[config.mk]
export PLATFORM = sky130hd
export DESIGN_NAME = icache_refill_ctrl
export DESIGN_NICKNAME = d
export VERILOG_FILES = /design/src/rtl/icache_refill_ctrl.sv
export SDC_FILE = /design/constraint.sdc
export NUM_CORES = 1
export LEC_CHECK = 0
export ABC_CLOCK_PERIOD_IN_PS = 18400
export CAP_MARGIN = 20
export CORE_MARGIN = 10
export CORE_UTILIZATION = 40
export CTS_BUF_LIST = sky130_fd_sc_hd__clkbuf_16
export CTS_CLUSTER_DIAMETER = 40
export DETAILED_ROUTE_END_ITERATION = 16
export PLACE_DENSITY = 0.69
export SYNTH_ARGS = -nofsm -noshare
export SYNTH_HDL_FRONTEND = slang
export SYNTH_SLANG_ARGS = --single-unit
[constraint.sdc]
create_clock -name clk -period 18.4 [get_ports clk]
set_input_delay 1.84 -clock clk [delete_from_list [all_inputs] [get_ports clk]]
set_output_delay 1.84 -clock clk [all_outputs]
set_load 0.005 [all_outputs]
[src/rtl/icache_refill_ctrl.sv]
// Instruction cache line refill: miss detect, burst read, line write, fence invalidate.
// Optional miss counter output o_miss_count enabled by defining ICACHE_REFILL_PERF_EN.
module icache_refill_ctrl #(
  parameter int BLOCK_WIDTH = 512,
  parameter int WORD_SIZE   = 32,
  parameter int ADDR_WIDTH  = 32
) (
  input  logic                   clk,
  input  logic                   arst,
  input  logic                   i_fetch_req,
  input  logic [ADDR_WIDTH-1:0]  i_fetch_addr,
  input  logic                   i_fence_i,
  input  logic                   i_hit,
  output logic [ADDR_WIDTH-1:0]  o_cache_addr,
  output logic                   o_cache_we,
  output logic [BLOCK_WIDTH-1:0] o_cache_block,
  output logic                   o_cache_inval,
  output logic                   o_stall,
  output logic                   o_fetch_err,
  output logic                   o_mem_arvalid,
  output logic [ADDR_WIDTH-1:0]  o_mem_araddr,
  input  logic                   i_mem_arready,
  input  logic                   i_mem_rvalid,
  input  logic [WORD_SIZE-1:0]   i_mem_rdata,
  input  logic                   i_mem_rerr
`ifdef ICACHE_REFILL_PERF_EN
  ,
  output logic [31:0]            o_miss_count
`endif
);

  localparam int BEATS    = BLOCK_WIDTH / WORD_SIZE;
  localparam int OFFSET_W = $clog2(BLOCK_WIDTH / 8);
  localparam int CNT_W    = (BEATS > 1) ? $clog2(BEATS) : 1;
  localparam logic [CNT_W-1:0] LAST = CNT_W'(BEATS - 1);

  typedef enum logic [2:0] {
    IDLE,
    REQ,
    FILL,
    WRITE,
    ERR
  } state_t;

  state_t                 state;
  state_t                 state_nxt;
  logic [CNT_W-1:0]       beat_cnt;
  logic [ADDR_WIDTH-1:0]  line_addr;
  logic [BLOCK_WIDTH-1:0] line_buf;
  logic                   fence_pend;

  logic fence_service;
  logic miss_take;
  logic beat_ok;

  assign fence_service = (state == IDLE) && fence_pend;
  assign miss_take     = (state == IDLE) && !fence_pend
                       && i_fetch_req && !i_hit;
  assign beat_ok       = (state == FILL) && i_mem_rvalid
                       && !i_mem_rerr;

  always_comb begin
    state_nxt = state;
    unique case (state)
      IDLE:  if (miss_take) state_nxt = REQ;
      REQ:   if (i_mem_arready) state_nxt = FILL;
      FILL: begin
        if (i_mem_rvalid) begin
          if (i_mem_rerr)
            state_nxt = ERR;
          else if (beat_cnt == LAST)
            state_nxt = WRITE;
        end
      end
      WRITE: state_nxt = IDLE;
      ERR:   state_nxt = IDLE;
      default: state_nxt = IDLE;
    endcase
  end

  always_comb begin
    o_cache_addr  = line_addr;
    o_stall       = 1'b1;
    o_cache_we    = 1'b0;
    o_cache_inval = 1'b0;
    o_fetch_err   = 1'b0;
    o_mem_arvalid = 1'b0;
    unique case (state)
      IDLE: begin
        o_cache_addr  = i_fetch_addr;
        o_stall       = i_fetch_req & ~i_hit;
        o_cache_inval = fence_pend;
      end
      REQ:   o_mem_arvalid = 1'b1;
      FILL:  o_stall = 1'b1;
      WRITE: o_cache_we = 1'b1;
      ERR:   o_fetch_err = 1'b1;
      default: o_stall = 1'b1;
    endcase
  end

  assign o_cache_block = line_buf;
  assign o_mem_araddr  = line_addr;

  always_ff @(posedge clk or posedge arst) begin
    if (arst) begin
      state <= IDLE;
    end else begin
      state <= state_nxt;
    end
  end

  always_ff @(posedge clk or posedge arst) begin
    if (arst) begin
      beat_cnt  <= '0;
      line_addr <= '0;
      line_buf  <= '0;
    end else begin
      if (miss_take)
        line_addr <= {i_fetch_addr[ADDR_WIDTH-1:OFFSET_W],
                      {OFFSET_W{1'b0}}};
      if (state == REQ && i_mem_arready)
        beat_cnt <= '0;
      else if (beat_ok)
        beat_cnt <= beat_cnt + 1'b1;
      if (beat_ok)
        line_buf[beat_cnt*WORD_SIZE +: WORD_SIZE] <= i_mem_rdata;
    end
  end

  // A fence arriving in the servicing cycle merges into that invalidate.
  always_ff @(posedge clk or posedge arst) begin
    if (arst) begin
      fence_pend <= 1'b0;
    end else if (fence_service) begin
      fence_pend <= 1'b0;
    end else if (i_fence_i) begin
      fence_pend <= 1'b1;
    end
  end

`ifdef ICACHE_REFILL_PERF_EN
  always_ff @(posedge clk or posedge arst) begin
    if (arst) begin
      o_miss_count <= '0;
    end else if (miss_take) begin
      o_miss_count <= o_miss_count + 32'd1;
    end
  end
`endif

endmodule

Word-level counts from Yosys, hierarchy flattened --
Cells that the tools add are included.
Word-level totals: register bits after elaboration 546, latch bits 0, bits in writable memories 0, memory bits (read-only) 0, input bits 72, output and inout port bits 581, word-level logic and storage cells 51, memories 0
Cells by class: add/subtract/negate cells 2, multiply operators 0, divide/modulo/power cells 0, $lt $le $gt $ge 0, equal/unequal tests 9, shifts and indexed selects 2, mux-type cells 17, bitwise operators 2, reduce and logical (&&, ||, !) cells 14
Operator list (count):
- 512-bit bitwise mux | 1
- 32-bit by 34-bit variable shift with 512-bit output, first input constant | 1
- 32-bit by 34-bit indexed part select with 512-bit output | 1
- 9-bit negator with 34-bit output | 1
- 32-bit 2-to-1 mux | 1
- 3-bit 2-to-1 mux | 5
- 3-bit case mux with 3 select lines | 1
- 4-bit 2-to-1 mux | 2
- 1-bit logical AND | 7
- 1-bit 2-to-1 mux | 7
- 3-bit by 2-bit equality test with 1-bit output, second input constant | 2
- 2-bit != test, second input constant | 3
- 4-bit by 1-bit adder with 4-bit output, second input constant | 1
- 4-bit equality test, second input constant | 1
- 4-bit AND reduction | 1
- 2-bit nonzero test | 2
- 3-bit by 1-bit equality test with 1-bit output, second input constant | 1
- 3-bit equality test, second input constant | 1
- 1-bit logical NOT | 3
- 3-bit logical NOT | 1
- 3-bit by 2-bit != test with 1-bit output, second input constant | 1
- 1-bit bitwise AND | 1
- 1-bit inverter | 1

Logic depth before layout (Yosys ltp) --
Gate-level depths: netlist of the first run.
depth in word-level cells 6, gate-level depth with buffers 11, mapped depth without buffers 7

Worst setup path after synthesis of the first run --
Ideal clock, no wire load.
path type in2out, from input port i_fetch_addr[10], to output port o_cache_addr[10], arrival time 2.095 ns, data required time 16.560 ns, path slack 14.465 ns, stages 1, buffers on the path 0, path through mux2_2
Between the ends: cells in the longest elaborated chain, start to end 1
RTL lines:
- from (decl) | RTL line 11 | input logic [ADDR_WIDTH-1:0] i_fetch_addr,
- 32-bit 2-to-1 mux | RTL line 88 | unique case (state)
- to (decl) | RTL line 14 | output logic [ADDR_WIDTH-1:0] o_cache_addr,
Every way passes these cells.

Final worst setup path of the first run --
from input port i_hit, to output port o_stall
Between the ends: cells in the longest elaborated chain, start to end 3
RTL lines:
- from (decl) | RTL line 13 | input logic i_hit,
- 1-bit inverter | RTL line 91 | o_stall = i_fetch_req & ~i_hit;
- 1-bit bitwise AND | RTL line 91
- 1-bit 2-to-1 mux | RTL line 88
- to (decl) | RTL line 18 | output logic o_stall,
Every way passes these cells.

==> summary.md, run 1 <==
| Metric | Value |
|---|---|
| Via density | `5.38` |
| Placer Congestion | `0.849` |
| # IOs | `653` |
| Internal power | `2700 uW` |
| Die ar. | `0.0689 mm2` |
| Syn_area_per_cell | `11.5 um2` |
| Final Hold Fails | `0` |
| Sequential cell area | `0.0137 mm2` |
| Tcrit/Tclk final | `27.0%` |
| ANT nets after route | `0` |
| Filler cells | `4693` |
| Syn Inst Count | `2046` |
| Max-cap violations | `0` |
| Number of synthesized flops with an enable pin | `0` |
| Power Density | `116 mW/mm2` |
| CTS H-Tree Depth | `3` |
| Row count | `88` |
| Arr. time, crit path | `3130 ps` |
| Most common cell after layout, fill and taps aside | `clkdlybuf4s50_1` |
| CP endpoint kind | `output pin` |
| Critical path class | `input port to output pin` |
| DRT iter0 DRCs | `1468` |
| Nets@finish | `2718` |
| Crit path launch type | `input port` |
| Yosys reg bits | `546` |
| Top cell type's share of synthesized area | `58.1%` |
| CTS tree | `done` |
| WL/cell | `26.5 um` |
| Crit-path max FO | `3` |
| Total gr overflow | `0` |
| Area delta synth->final | `43.3%` |
| Area leader, netlist | `dfrtp_1` |
| F_max | `201 MHz` |
| Sw power | `1210 uW` |
| Total Neg Setup Slack | `0 ps` |
| Worst slew pin tran | `1110 ps` |
| TritonCTS sink count | `546` |
| Via count | `18700` |
| Logic pwr share | `22.8%` |
| Layout cells sized above 1 | `12.1%` |
| Clock Skew | `12.6 ps` |
| Core Box Area | `0.0580 mm2` |
| CP required | `16560 ps` |
| Post-CTS Setup Inserts | `0` |
| HP Class | `flop to flop` |
| Final setup margin | `13430 ps` |
| DIE WIDTH | `263 um` |
| Synth unique cells | `47` |
| Hold buffers post-CTS | `0` |
| Pin count of the biggest net entering global routing | `174` |
| Yosys Warn Count | `0` |
| Multi-input gate area | `0.00858 mm2` |
| Status | `completed` |
| Critical R2R Launch | `beat_cnt[0]$_DFFE_PP0P_` |
| Leakage power | `0.0165 uW` |
| Seq/Total Area, Yosys | `58.1%` |
| First-pass DRT Iterations | `5` |
| Design Area, Final | `0.0337 mm2` |
| Global-route wire length before repair | `136000 um` |
| Worst ir drop on vdd | `0.0843 mV` |
| Synth Cell Area | `0.0235 mm2` |
| Post-CTS Resized | `0` |
| I/O Buffers | `646` |
| Commonest non-fill, non-tap cells in the layout | `clkdlybuf4s50_1, dfrtp_1, nand2_1, o21ai_0, inv_1` |
| Worst slack, placed | `12840 ps` |
| Final wirelength | `92400 um` |
| Sw frac | `31.0%` |
| DP Area | `0.0306 mm2` |
| Slew Viols, Final | `0` |
| Die height | `263 um` |
| Starting Density | `40.6%` |
| Vias in the first global route | `19900` |
| CTS Buf Count | `85` |
| Clk pin slew, worst setup/hold paths | `50 ps` |
| Initial antenna violation count | `4` |
| Clock network fraction of total power | `42.8%` |
| DRC Markers | `0` |
| Hold_sp | `o_cache_block[161]$_DFFE_PP0P_` |
| Final core occ | `58.1%` |
| Sequential group share of total power | `34.4%` |
| Setup violators final | `0` |
| Total track usage | `26.0%` |
| CTS Buffer Depth | `3` |
| CP Launch Point | `i_hit` |
| HPWL after DPL | `63800 um` |
| RSZ-0062 raised after global routing | `false` |
| Clk_lat worst skew | `630 ps` |
| Synth Flop Type | `dfrtp_1` |
| Min cycle time layout | `4970 ps` |
| CTS root buffer | `clkbuf_16` |
| Synth top area cells | `dfrtp_1, mux2i_1, mux2_1` |
| Async SR Flop Fraction | `100%` |
| Max-slew headroom | `26.0%` |
-- kinds of logic after synthesis --
family,synth area share [%]
AOI/OAI and AO/OA,7.40
xor gates and xnor gates,0.218
adders and majority gates,0.159
buffers and inverters,5.99
DFF,58.1
muxes,18.5
other,0.0159
and+or+nand+nor,9.64
-- cells in the mapped netlist, drive strengths merged, types with 9 or more instances --
library cell / n
dfrtp: 546
mux2: 246
nand2: 198
o21ai: 194
inv: 166
mux2i: 159
clkbuf: 138
and3: 131
o31ai: 65
buf: 50
nor3b: 34
a21o: 33
nor2: 13
nor3: 10
and2: 9
-- registers in the layout, indices dropped and copies added, names as in the netlist --
signal and flops:
beat_cnt 4, fence_pend 1, o_cache_block 512, o_mem_araddr 26
state 3
-- path summary, 6_finish.rpt --
| check | end | slack (ps) | cells past startpoint |
|---|---|---|---|
| setup / recovery | o_stall | 13430 | 4 |
| hold / removal | o_cache_block[161]$_DFFE_PP0P_ | 470 | 1 |
| setup reg to reg | o_cache_block[324]$_DFFE_PP0P_ | 14310 | 7 |
| hold reg to reg | o_cache_block[161]$_DFFE_PP0P_ | 470 | 1 |
| max in group asynchronous | o_cache_block[180]$_DFFE_PP0P_ | 13550 | 5 |
| min in group asynchronous | o_cache_block[391]$_DFFE_PP0P_ | 1710 | 2 |
-- power by group through the flow --
stage	Sequential [uW]	Combinational (uW)	Clock (uW)
global route	1360	959	1750
floorplan	1360	410	0
detailed placement	1370	896	0
CTS	1350	902	1690
finish	1350	893	1680
global placement	1360	878	0
-- layer usage --
| metal | wire [um] | GRT usage, % | part of all wire (%) | vias to the layer above |
|---|---|---|---|---|
| met5 | 0 | 0 | 0 | - |
| met4 | 4260 | 12.6 | 4.6 | 0 |
| met3 | 8110 | 8.38 | 8.8 | 195 |
| met2 | 45500 | 43.9 | 49 | 847 |
| met1 | 34500 | 29.3 | 37 | 9557 |
| li1 | - | - | - | 8137 |
-- through the flow --
step                      total power (uW)  hold slack [ps]  std cells
after CTS                             3940              478       3478
after global placement                2240              460       3317
after global routing                  4070              488       3482
final                                 3920              473       3484
after detailed placement              2260              465       3318
after floorplan                       1770              474       2051
-- worst max-delay path: stages --
cell             delay (ps)
clkdlybuf4s50_1         480
nand2b_1                220
nand2_1                  80
clkdlybuf4s50_1         510
-- cell type report --
class	count	area share (%)
clock inverters	75	2.59
well taps	765	2.84
multi-input cells	1151	25.4
diodes	3	0.0223
repair buffers	693	20.4
clock buffers	85	6.31
inverters	166	1.87
flip-flops and latches	546	40.5
No activity file was read; power rests on OpenSTA's default activity.
==> run 2: changes to the inputs <==
ABC_CLOCK_PERIOD_IN_PS = 4900   (was 18400)
clock period = 4.9 ns   (was 18.4 ns; I/O delays follow)
==> run 2 against run 1 <==
Compared with the run above: design area grew 0.40%; clock skew grew 13 ps; worst setup slack lost 12000 ps; hold slack lost 290 ps; sequential power grew to 3.7 times the previous value; combinational power grew to 3.8 times the previous value; register-to-register slack lost 13000 ps; power grew to 3.8 times the previous value; utilization grew 0.23 points; non-clock buffer count grew 6; cell count shrank 0.17%; wire length shrank 0.15%; critical endpoint is now o_cache_block[422]$_DFFE_PP0P_; highest routed layer unchanged.
==> summary.md, run 2 (synthesis gave the netlist of run 1 again) <==
| Metric | Value |
|---|---|
| Crit-path max FO | `47` |
| F_max | `264 MHz` |
| I/O Buffers | `646` |
| Area delta synth->final | `43.8%` |
| Clock Skew | `25.2 ps` |
| Power Density | `436 mW/mm2` |
| Most common cell after layout, fill and taps aside | `clkdlybuf4s50_1` |
| DRC Markers | `0` |
| Clk_lat worst skew | `630 ps` |
| Final Hold Fails | `0` |
| CP Cell Sequence | `buf_4 -> inv_1 -> ha_2 -> and3b_1 -> nand4_1 -> buf_4 -> nand2b_2 -> mux2_1` |
| Post-CTS Setup Inserts | `0` |
| Sw power | `4350 uW` |
| Status | `completed` |
| Nets@finish | `2722` |
| Arr. time, crit path | `4270 ps` |
| CTS H-Tree Depth | `3` |
| CTS tree | `done` |
| Slowest stage cell, crit path | `ha_2` |
| Critical path class | `flop to flop` |
| Sw frac | `29.4%` |
| Max reg flops | `512` |
| Sequential cell area | `0.0137 mm2` |
| Post-CTS Resized | `0` |
| Slew Viols, Final | `0` |
| Crit path launch type | `flop` |
| WHS | `183 ps` |
| Initial antenna violation count | `3` |
| Starting Density | `40.6%` |
| Setup violators final | `0` |
| Tcrit/Tclk final | `77.3%` |
| RSZ-0062 raised after global routing | `false` |
| Multi-input gate area | `0.00858 mm2` |
| Internal power | `10400 uW` |
| CP peak stage delay | `770 ps` |
| Post-Place Cells | `3323` |
| Most common cell on crit path | `buf_4` |
| Sequential group share of total power | `34.2%` |
| ANT nets after route | `0` |
| # IOs | `653` |
| Hold buffers post-CTS | `0` |
| Global-route wire length before repair | `137000 um` |
| Max-cap violations | `0` |
| CTS Buffer Depth | `3` |
| Core Box Area | `0.0580 mm2` |
| TritonCTS sink count | `546` |
| Min cycle time layout | `3790 ps` |
| CTS root buffer | `clkbuf_16` |
| Clk pin slew, worst setup/hold paths | `50 ps` |
| Total power draw | `14800 uW` |
| Total track usage | `26.1%` |
| CP required | `5380 ps` |
| # diodes | `0` |
| Worst slew pin tran | `1020 ps` |
| Filler cells | `4667` |
| HP Class | `input port to async pin` |
| Placer Congestion | `0.861` |
| DRT iter0 DRCs | `1398` |
| Row count | `88` |
| Die ar. | `0.0689 mm2` |
| Leakage power | `0.0166 uW` |
| Max-slew headroom | `32.0%` |
| First-pass DRT Iterations | `5` |
| Worst ir drop on vdd | `0.379 mV` |
| CTS Buf Count | `83` |
| Via count | `18800` |
| Non-Filler Instances | `3478` |
| CP endpoint kind | `flop` |
| Logic pwr share | `22.9%` |
| Final wirelength | `92300 um` |
| Die height | `263 um` |
| Clock network fraction of total power | `42.9%` |
| Commonest non-fill, non-tap cells in the layout | `clkdlybuf4s50_1, dfrtp_1, nand2_1, o21ai_0, inv_1` |
| HPWL after DPL | `64600 um` |
| Vias in the first global route | `19700` |
| Pin count of the biggest net entering global routing | `129` |
| Total gr overflow | `0` |
| Layout cells sized above 1 | `12.3%` |
| DIE WIDTH | `263 um` |
| Via density | `5.40` |
| WL/cell | `26.5 um` |
==> run 2: worst paths after layout <==
path                                                 from                        endpoint  slack, ps  cells after the start
hold / removal                                       arst  o_cache_block[384]$_DFFE_PP0P_        180                      2
min in group clk                                i_fence_i          fence_pend$_DFFE_PP0P_        440                      3
hold reg to reg            o_cache_block[171]$_DFFE_PP0P_  o_cache_block[171]$_DFFE_PP0P_        480                      1
setup reg to reg                  beat_cnt[0]$_DFFE_PP0P_  o_cache_block[422]$_DFFE_PP0P_       1110                      8
max in group asynchronous                            arst  o_cache_block[164]$_DFFE_PP0P_       3590                      4
setup / recovery                  beat_cnt[0]$_DFFE_PP0P_  o_cache_block[422]$_DFFE_PP0P_       1110                      8
==> run 2: cell type report <==
cell class	count	share of cell area, %
clock buffers	86	6.36
clock inverters	65	2.54
inverters	166	1.85
multi-input cells	1151	25.3
flip-flops and latches	546	40.4
well taps	765	2.83
repair buffers	699	20.7
==> run 2: power groups by stage <==
stage / registers, uW / logic (uW) / clock network, uW
final: 5050 / 3380 / 6330
after global routing: 5090 / 3620 / 6620
after CTS: 5050 / 3390 / 6410
after floorplan: 5110 / 1540 / 0
after detailed placement: 5120 / 3370 / 0
after global placement: 5100 / 3300 / 0
==> run 2: per-stage QoR <==
| step | setup slack (ps) | utilization, % | setup TNS (ps) | instance area [um2] |
|---|---|---|---|---|
| 6_report | 1110 | 58.3 | 0 | 33900 |
| 5_1_grt | 869 | 58.3 | 0 | 33900 |
| 4_1_cts | 1090 | 58.2 | 0 | 33800 |
| 3_5_place_dp | 1060 | 53.0 | 0 | 30700 |
| 3_3_place_gp | 1130 | 52.9 | 0 | 30700 |
| 2_1_floorplan | -3020 | - | -1647770 | 23600 |
==> run 2: metal layers <==
metal | GRT usage, % | part of all wire [%] | vias to the layer above
li1 | - | - | 8139
met4 | 10.3 | 4.2 | 0
met3 | 8.08 | 8.1 | 165
met5 | 0 | 0 | -
met1 | 30.5 | 38 | 9631
met2 | 44.0 | 49 | 845
==> run 2: worst max-delay path: cells and delay by family (launching register included) <==
kind,cells,cell delay (ps)
buffers and inverters,3,890
multiplexers,1,540
adder cells (fa/ha/maj),1,770
flip-flops,1,340
AND/OR/NAND/NOR,3,1090
==> run 3: changes to the inputs <==
ABC_CLOCK_PERIOD_IN_PS = 3000   (was 4900)
PLACE_DENSITY = 0.71   (was 0.69)
clock period = 3 ns   (was 4.9 ns; I/O delays follow)
==> run 3 against run 2 <==
Compared with the run above: sequential share of layout area is 0.29 points lower; sequential power is 63% higher; count of clock-buffer cells in the layout is 1 higher; combinational power is 71% higher; global-route usage is 0.35 points higher; critical endpoint is now o_cache_addr[30]; via count is 1.8% higher; largest cell class unchanged.
==> summary.md, run 3 (synthesis gave the netlist of run 1 again) <==
| Metric | Value |
|---|---|
| ANT nets after route | `0` |
| Most common cell after layout, fill and taps aside | `clkdlybuf4s50_1` |
| Final Hold Fails | `0` |
| Crit-path max FO | `32` |
| Status | `completed` |
| CP required | `2700 ps` |
| HPWL after DPL | `65500 um` |
| Commonest non-fill, non-tap cells in the layout | `clkdlybuf4s50_1, dfrtp_1, nand2_1, o21ai_0, inv_1` |
| Initial antenna violation count | `2` |
| Final setup margin | `113 ps` |
| TritonCTS sink count | `546` |
| I/O Buffers | `646` |
| Area delta synth->final | `44.9%` |
| Post-CTS Setup Inserts | `0` |
| Starting Density | `40.6%` |
| Filler cells | `4609` |
| CP endpoint kind | `output pin` |
| CTS root buffer | `clkbuf_16` |
| CTS Buffer Depth | `3` |
| DRC Markers | `0` |
| Nets@finish | `2756` |
| WL/cell | `26.6 um` |
| DRT iter0 DRCs | `1266` |
| Vias in the first global route | `20100` |
| Sw frac | `30.5%` |
| Clock network fraction of total power | `41.9%` |
| Non-Filler Instances | `3517` |
| CTS H-Tree Depth | `3` |
| Design Area, Final | `0.0341 mm2` |
| Power Density | `708 mW/mm2` |
| Layout cells sized above 1 | `13.3%` |
| Worst slew pin tran | `985 ps` |
| Die height | `263 um` |
| Slew Viols, Final | `0` |
| DIE WIDTH | `263 um` |
| Arr. time, crit path | `2590 ps` |
| Die ar. | `0.0689 mm2` |
| Worst ir drop on vdd | `0.633 mV` |
| RSZ-0062 raised after global routing | `false` |
| Multi-input gate area | `0.00858 mm2` |
| Met2 usage | `43.1%` |
| Hold buffers post-CTS | `0` |
| Pin count of the biggest net entering global routing | `129` |
| Crit path launch type | `flop` |
| Max-cap violations | `0` |
| Clk pin slew, worst setup/hold paths | `50 ps` |
| Leakage power | `0.0167 uW` |
| Tcrit/Tclk final | `96.2%` |
| Met3 usage | `7.97%` |
| Post-Place Cells | `3360` |
| Internal power | `16800 uW` |
| Placer Congestion | `0.878` |
| Setup violators final | `0` |
| Min cycle time layout | `2890 ps` |
| CTS Buf Count | `84` |
| Gr busiest metal | `met2` |
| DP Area | `0.0312 mm2` |
| Clock Skew | `18.9 ps` |
| HP Class | `input port to async pin` |
| Max reg flops | `512` |
| Total gr overflow | `0` |
| Sequential group share of total power | `34.1%` |
| Logic pwr share | `23.9%` |
| Total track usage | `26.4%` |
| Sw power | `7350 uW` |
| Final core occ | `58.8%` |
| Sequential cell area | `0.0137 mm2` |
| # IOs | `653` |
| Clk_lat worst skew | `610 ps` |
| Max-slew headroom | `34.1%` |
| Total power draw | `24100 uW` |
| First-pass DRT Iterations | `5` |
| Critical path class | `flop to output pin` |
| Final wirelength | `93600 um` |
| Row count | `88` |
| Worst slack, placed | `99.2 ps` |
| Via density | `5.44` |
| CTS tree | `done` |
| F_max | `346 MHz` |
| Global-route wire length before repair | `138000 um` |
| M1 GR Usage | `30.7%` |
| Core Box Area | `0.0580 mm2` |
| Via count | `19100` |
## run 3: timing repair
action	CTS	global route
resized for setup	1	1
setup endpoints to repair	1	34
pin swaps	0	0
## run 3: final cells by class
type                            count  area share, %
Sequential cell                   546           40.1
Multi-Input combinational cell   1151           25.2
Timing Repair Buffer              732           21.5
Clock buffer                       87           6.39
Tap cell                          765           2.81
Clock inverter                     68           2.22
Inverter                          166           1.84
Antenna cell                        2         0.0147
## run 3: worst max-delay path, stage by stage, from the launching register on
cell and delay, ps:
dfrtp_1 500, nor3_4 250, buf_6 300, mux2_2 420, clkdlybuf4s50_1 470
## run 3: per-layer routing
metal | part of all wire, % | routed length (um)
met2 | 48 | 44900
met4 | 5.6 | 5220
met5 | 0 | 0
met1 | 38 | 35400
met3 | 8.7 | 8130
## run 3: power by group through the flow
stage	combinational, uW	clock, uW	sequential (uW)
6_report	5770	10100	8240
5_1_grt	6180	10600	8290
4_1_cts	5810	10200	8240
3_5_place_dp	5750	0	8350
3_3_place_gp	5650	0	8320
2_1_floorplan	2520	0	8340
## run 3: worst paths after layout
path	startpoint	to	slack, ps	depth (start not counted)
min in group clk	i_fetch_addr[21]	o_mem_araddr[21]$_DFFE_PP0P_	330	2
hold reg to reg	o_cache_block[161]$_DFFE_PP0P_	o_cache_block[161]$_DFFE_PP0P_	480	1
setup reg to reg	beat_cnt[1]$_DFFE_PP0P_	o_cache_block[262]$_DFFE_PP0P_	130	7
max in group asynchronous	arst	o_cache_block[371]$_DFFE_PP0P_	1980	4
hold / removal	arst	o_cache_block[116]$_DFFE_PP0P_	260	3
setup / recovery	state[0]$_DFFE_PP0P_	o_cache_addr[30]	110	4
## run 3: through the flow
stage	hold WS [ps]	TNS, ps
2_1_floorplan	425	-2581430
3_3_place_gp	460	0
3_5_place_dp	465	0
4_1_cts	233	0
5_1_grt	264	0
6_report	261	0
